### src/rtl/gray_pkg.sv
// Shared definitions for the Gray-code sequence source: FSM state encoding
// and the default counter width.
package gray_pkg;

    localparam int GRAY_WIDTH_DEF = 4;

    typedef enum logic [1:0] {
        IDLE  = 2'd0,
        RUN   = 2'd1,
        DRAIN = 2'd2
    } state_t;

endpackage : gray_pkg

### src/rtl/bin2gray.sv
// Purely combinational binary-to-Gray encoder, WIDTH bits in and out.
module bin2gray #(
    parameter int WIDTH = 4
) (
    input  logic [WIDTH-1:0] bin,
    output logic [WIDTH-1:0] gray
);

    // Each Gray bit is the XOR of a binary bit and its more significant neighbour.
    always_comb begin
        gray = bin ^ (bin >> 1);
    end

endmodule : bin2gray

### src/rtl/gray_seq_gen.sv
// Gray-code sequence source: registered binary counter, Gray encoding of the
// next count, valid/ready output handshake, start/stop/drain FSM and a wrap
// pulse on counter roll-over.
//
// Optional feature macro: GRAY_SEQ_DOWN_EN adds the dir port and down-counting.
//
// Handshake: a word transfers on every rising edge where valid=1 and ready=1.
// While valid=1 and no transfer occurs, dout and bin hold; valid only falls
// on the cycle after a transfer.
//
// state_dbg exposes the FSM state register for observation.
module gray_seq_gen
    import gray_pkg::*;
#(
    parameter int WIDTH = GRAY_WIDTH_DEF
) (
    input  logic             clk,
    input  logic             rst,
    input  logic             start,
    input  logic             stop,
`ifdef GRAY_SEQ_DOWN_EN
    input  logic             dir,
`endif
    input  logic             ready,
    output logic             valid,
    output logic [WIDTH-1:0] dout,
    output logic [WIDTH-1:0] bin,
    output logic             wrap,
    output logic             busy,
    output state_t           state_dbg
);

    localparam logic [WIDTH-1:0] BIN_MAX = {WIDTH{1'b1}};

    state_t           state_q, state_d;
    logic [WIDTH-1:0] bin_q, bin_d;
    logic [WIDTH-1:0] dout_q, dout_d;
    logic             valid_q, valid_d;
    logic             wrap_q, wrap_d;
    logic             busy_q, busy_d;

    logic             accept;
    logic             step_down;
    logic [WIDTH-1:0] bin_step;
    logic             wrap_hit;

`ifdef GRAY_SEQ_DOWN_EN
    assign step_down = dir;
`else
    assign step_down = 1'b0;
`endif

    // Counter step and roll-over detection for the direction sampled this cycle.
    always_comb begin
        accept   = valid_q & ready;
        bin_step = step_down ? (bin_q - WIDTH'(1)) : (bin_q + WIDTH'(1));
        wrap_hit = step_down ? (bin_q == '0) : (bin_q == BIN_MAX);
    end

    // Next-state logic for the FSM, the counter and the registered outputs.
    always_comb begin
        state_d = state_q;
        bin_d   = bin_q;
        valid_d = valid_q;
        busy_d  = busy_q;
        wrap_d  = 1'b0;
        case (state_q)
            IDLE: begin
                // stop is ignored here; start alone decides the transition.
                if (start) begin
                    state_d = RUN;
                    bin_d   = '0;
                    valid_d = 1'b1;
                    busy_d  = 1'b1;
                end
            end
            RUN: begin
                if (accept) begin
                    bin_d  = bin_step;
                    wrap_d = wrap_hit;
                    if (stop) begin
                        state_d = IDLE;
                        valid_d = 1'b0;
                        busy_d  = 1'b0;
                    end
                end else if (stop) begin
                    state_d = DRAIN;
                end
            end
            DRAIN: begin
                // Hold the word until it is taken, then finish.
                if (accept) begin
                    bin_d   = bin_step;
                    wrap_d  = wrap_hit;
                    state_d = IDLE;
                    valid_d = 1'b0;
                    busy_d  = 1'b0;
                end
            end
            default: begin
                state_d = IDLE;
                valid_d = 1'b0;
                busy_d  = 1'b0;
            end
        endcase
    end

    // dout is encoded from the same next-bin value that loads bin_q.
    bin2gray #(
        .WIDTH (WIDTH)
    ) u_bin2gray (
        .bin  (bin_d),
        .gray (dout_d)
    );

    // State and output registers with synchronous reset.
    always_ff @(posedge clk) begin
        if (rst) begin
            state_q <= IDLE;
            bin_q   <= '0;
            dout_q  <= '0;
            valid_q <= 1'b0;
            wrap_q  <= 1'b0;
            busy_q  <= 1'b0;
        end else begin
            state_q <= state_d;
            bin_q   <= bin_d;
            dout_q  <= dout_d;
            valid_q <= valid_d;
            wrap_q  <= wrap_d;
            busy_q  <= busy_d;
        end
    end

    assign valid     = valid_q;
    assign dout      = dout_q;
    assign bin       = bin_q;
    assign wrap      = wrap_q;
    assign busy      = busy_q;
    assign state_dbg = state_q;

endmodule : gray_seq_gen
### config.mk
export PLATFORM = sky130hd
export DESIGN_NAME = gray_seq_gen
export DESIGN_NICKNAME = d
export VERILOG_FILES = /design/src/rtl/gray_pkg.sv /design/src/rtl/bin2gray.sv /design/src/rtl/gray_seq_gen.sv
export SDC_FILE = /design/constraint.sdc
export NUM_CORES = 1
export LEC_CHECK = 0
export CORE_MARGIN = 8
export CORE_UTILIZATION = 45
export DETAILED_ROUTE_END_ITERATION = 8
export GPL_TIMING_DRIVEN = 0
export PLACE_DENSITY = 0.75
export SYNTH_ARGS = -nofsm -noshare
export SYNTH_HDL_FRONTEND = slang
export SYNTH_SLANG_ARGS = --single-unit
### constraint.sdc
create_clock -name clk -period 2 [get_ports clk]
set_input_delay 0.4 -clock clk [delete_from_list [all_inputs] [get_ports clk]]
set_output_delay 0.4 -clock clk [all_outputs]
set_load 0.01 [all_outputs]
==> results by stage, run 1 <==
Die:
- In this run the core area contains 14 standard-cell rows.
- The core region is between 1000 and 1500 sq um.
- The die area is around 3000 sq um.
- 18 I/O pins were placed.
- The height of the chip is 54.4 um.
- For this configuration, the core starts out at a cell density of 46.2%.
- Measured along the x axis, the die boundary spans 54.4 um.

Clock tree:
- The tree built by TritonCTS fans out to 11 sinks.
- The clock-pin slew on the worst setup and hold paths is 0.07 ns.
- Counting along the longest clock path gives a buffer depth of 2.
- The clock insertion delay at the later pin of the skew report is 0.28 ns.
- The root buffer selected by CTS is clkbuf_4.
- TritonCTS built the clock tree.
- The maximum level of the CTS H-tree is 1.
- After clock tree synthesis, the flow added hold-fix buffers numbering 0.
- The number of clock buffers inserted by TritonCTS is 3.

Detailed routing:
- The count of routing violations after the opening detailed-route iteration is 14.
- For this block, the via count after detailed routing is 627.
- In the final routed layout, each cell accounts on average for 13.6 um.
- After detailed routing, the number of remaining DRC violations is 0.
- Dividing the detail-routed via count by the number of cells gives 5.65.
- For this run, the detailed router's first-pass iteration total came to 4.
- Summed over all layers, the routed wires come to 1510 um.
- The count of nets left with antenna violations after detail routing is 0.

Synthesis:
- Yosys printed 0 warnings.
- The share of the Yosys chip area taken by registers is around a third.
- In this run the cell area of the synthesized design comes to 663 sq um.
- The count of distinct cell types in the synthesized netlist is 34.
- The most repeated cell in the gate-level netlist after synthesis is dfxtp_1.
- The number of nets handed over by synthesis was 84.
- By count the netlist is led by 11 x dfxtp_1, 6 x a21oi_1, 5 x ha_1, 5 x inv_1.
- The share of the synthesized area in the top cell type is 33.2%.
- Each instance of the synthesized netlist takes up on average 8.96 sq um.
- After synthesis, the cell types taking the most area are dfxtp_1 33%, ha_1 9.4%, a21oi_1 4.5%.
- Synthesis handed over a netlist of 74 instances.
- After synthesis, the share of flip-flops with an asynchronous set or reset is 0%.
- The cell taking the most area after synthesis is dfxtp_1.
- In this run, synthesis inferred 0 flip-flops with an integrated enable.
- Counting flops and latches in the post-synthesis netlist gives 11.
- In the synthesized netlist the dominant register cell turns out to be dfxtp_1.

Setup path:
- The worst setup path is captured at a flip-flop.
- The end of the worst register-to-register path is dout[2].
- The endpoint arrival time on the critical path is 2.05 ns.
- The biggest fanout along the worst timing path is 5.
- The critical path required time is 2.22 ns.
- The worst setup path is of the flip-flop to flip-flop kind.
- The worst register-to-register path begins at state_dbg[0].
- The critical path's largest stage delay is 0.40 ns.
- The critical-path cell with the highest stage delay is dfxtp_1.
- The number of cells on the worst reg-to-reg path is 6.
- The critical path goes through inv_1 > ha_2 > inv_2 > or3_1 > o311ai_2 > mux2i_1.
- The slack of the worst reg-to-reg path is 0.16 ns.
- The critical path launch point type is a flip-flop.

Power and ir drop:
- The leakage dissipation is 0.349 nW.
- Dividing total power by cell area gives a power density of 980 nW/um^2.
- The highest ir drop seen on vdd is 0.523 mV.
- The post-layout total power is 0.000866 W.

Worst hold path:
- The cell depth of the worst min-delay path is 2.
- The worst hold path begins at bin[3].
- The type of the most critical hold path is flip-flop to flip-flop.
- The destination of the worst hold path is wrap.

Layout:
- The area of the multi-input gates is 394 sq um.
- The layout overhead on the synthesized area is 33.2%.
- The count of non-filler cells in the finished layout is 111.
- The number of antenna diodes in the final layout is 0.
- The register area is about 220 sq um.
- The fraction of final layout cells sized beyond drive strength 1 is 12.6%.
- The post-layout net count is ~110.
- The number of fillers in the final layout is 133.

Global routing:
- The number of global-route vias before repair is 592.
- Entering global routing, the biggest net connects 11 pins.
- The global routing usage summed across all routing layers is between 10% and 20%.
- The residual overflow from global routing is 0.
- The initial antenna violation count is 0.
- The first global-routing pass estimated 2500 um of wire.

Timing:
- The pin slew with the least headroom to its limit is 0.438 ns.
- The final count of hold timing violations was 0.
- The share of the clock period used by the worst path after layout is roughly 90%.
- Setup repair after global routing left no endpoint under its margin.
- The final worst clock skew is between 0.0015 and 0.002 ns.
- The total negative slack for setup checks is 0 ns.
- The fmax is 544 MHz.
- The worst slew margin relative to its limit is 70.8%.
- The final-report max-slew violation count is 0.
- The final period demand of the worst path is 1.84 ns.
- Setup violations remaining at the end of the flow were counted as 0.

Status:
- The flow ran to the end, and the final reports show no timing, DRC or antenna violations.

Placement:
- The number of buffers added on ports is 17.
- The routability congestion estimate is 0.814.
- In this run, placement finished with an instance count of 107.
- The post-detailed-placement half-perimeter wirelength is 1110 um.

Job:
- The max-capacitance violation count is 0.
placed cells by master (no fill, tap or decap), drive strengths merged:
master and n:
a21oi 6, and2b 1, clkbuf 5, a21o 1, o2111ai 1, o21a 1, ha 5, nand2b 2
and4bb 1, nand4b 1, a211o 2, a221oi 1, and3b 1, mux2i 3, nor3b 1, nor4 1
a211oi 1, a21bo 2, dfxtp 11, o311ai 1, nand2 3, o21ai 5, nor2b 1, clkdlybuf4s50 17
nor2 3, nand3b 1, nand3 3, o211ai 2, or3 1, inv 6, buf 4, a21boi 1
state kept, by name, indices dropped and copies added (netlist names):
register,count
bin,4
busy,1
dout,3
wrap,1
state_dbg,2
routing by layer:
| layer | vias up | wire length [um] | track usage (%) | share of wire [%] |
|---|---|---|---|---|
| met5 | - | 0 | 0 | 0 |
| met4 | 0 | 45 | 9.02 | 3.0 |
| met3 | 5 | 116 | 3.80 | 7.7 |
| met2 | 22 | 703 | 17.9 | 46 |
| met1 | 288 | 648 | 12.8 | 43 |
| li1 | 312 | - | - | - |
area by class of cell:
| type | count | area share [%] |
|---|---|---|
| Multi-Input combinational cell | 52 | 44.6 |
| Sequential cell | 11 | 25.1 |
| Timing Repair Buffer | 17 | 19.3 |
| Buffer | 5 | 3.26 |
| Clock buffer | 4 | 2.97 |
| Inverter | 6 | 2.55 |
| Tap cell | 16 | 2.27 |
worst max path at each step:
stage	from	end	slack [ns]	cells after the start
floorplan	state_dbg[0]	dout[2]	0.24	6
global placement	ready	state_dbg[0]	0.09	5
detailed placement	ready	state_dbg[0]	0.05	5
CTS	state_dbg[1]	dout[2]	0.12	6
global route	state_dbg[0]	dout[2]	0.02	6
finish	state_dbg[0]	dout[2]	0.16	6
cell families (layout without fill, tap and decap cells):
logic type | Yosys count | after routing | synth area share (%)
AOI/OAI and AO/OA | 24 | 24 | 26.8
and+or+nand+nor | 20 | 20 | 18.3
DFF | 11 | 11 | 33.2
buffers and inverters | 11 | 32 | 7.73
adders and majority gates | 5 | 5 | 9.43
muxes | 3 | 3 | 4.53
report_power, final:
part / switching (W) / total, W / internal, W
clock: 0.0000848 / 0.000162 / 0.0000776
combinational: 0.000212 / 0.000423 / 0.000211
sequential: 0.0000291 / 0.000280 / 0.000251
per-stage QoR:
stage / area, sq um / utilization [%] / setup slack, ns / hold WS [ns]
3_5_place_dp: 853 / 59.4 / 0.0484 / 0.487
5_1_grt: 883 / 61.5 / 0.0151 / 0.533
6_report: 883 / 61.5 / 0.162 / 0.504
3_3_place_gp: 853 / 59.4 / 0.0904 / 0.477
2_1_floorplan: 663 / - / 0.238 / 0.501
4_1_cts: 880 / 61.2 / 0.117 / 0.502
what timing repair did:
item | CTS | global route
gates resized for setup | 0 | 2
setup endpoints to repair | 0 | 1
buffers inserted | 0 | 0
worst max-delay path: cells and delay by family, from the launching register on:
kind	cells	cell delay [ns]
AO/OA/AOI/OAI	1	0.28
adder cells (fa/ha/maj)	1	0.37
buffers and inverters	2	0.14
flip-flops	1	0.40
multiplexers	1	0.22
AND/OR/NAND/NOR	1	0.37
Note: power is estimated with default switching activity, not from simulation.
==> run 2: changes to the inputs <==
Settings changed: SLEW_MARGIN set to 30.
==> results of run 2 <==
The final DEF is identical to that of run 1; final timing and power are the same.
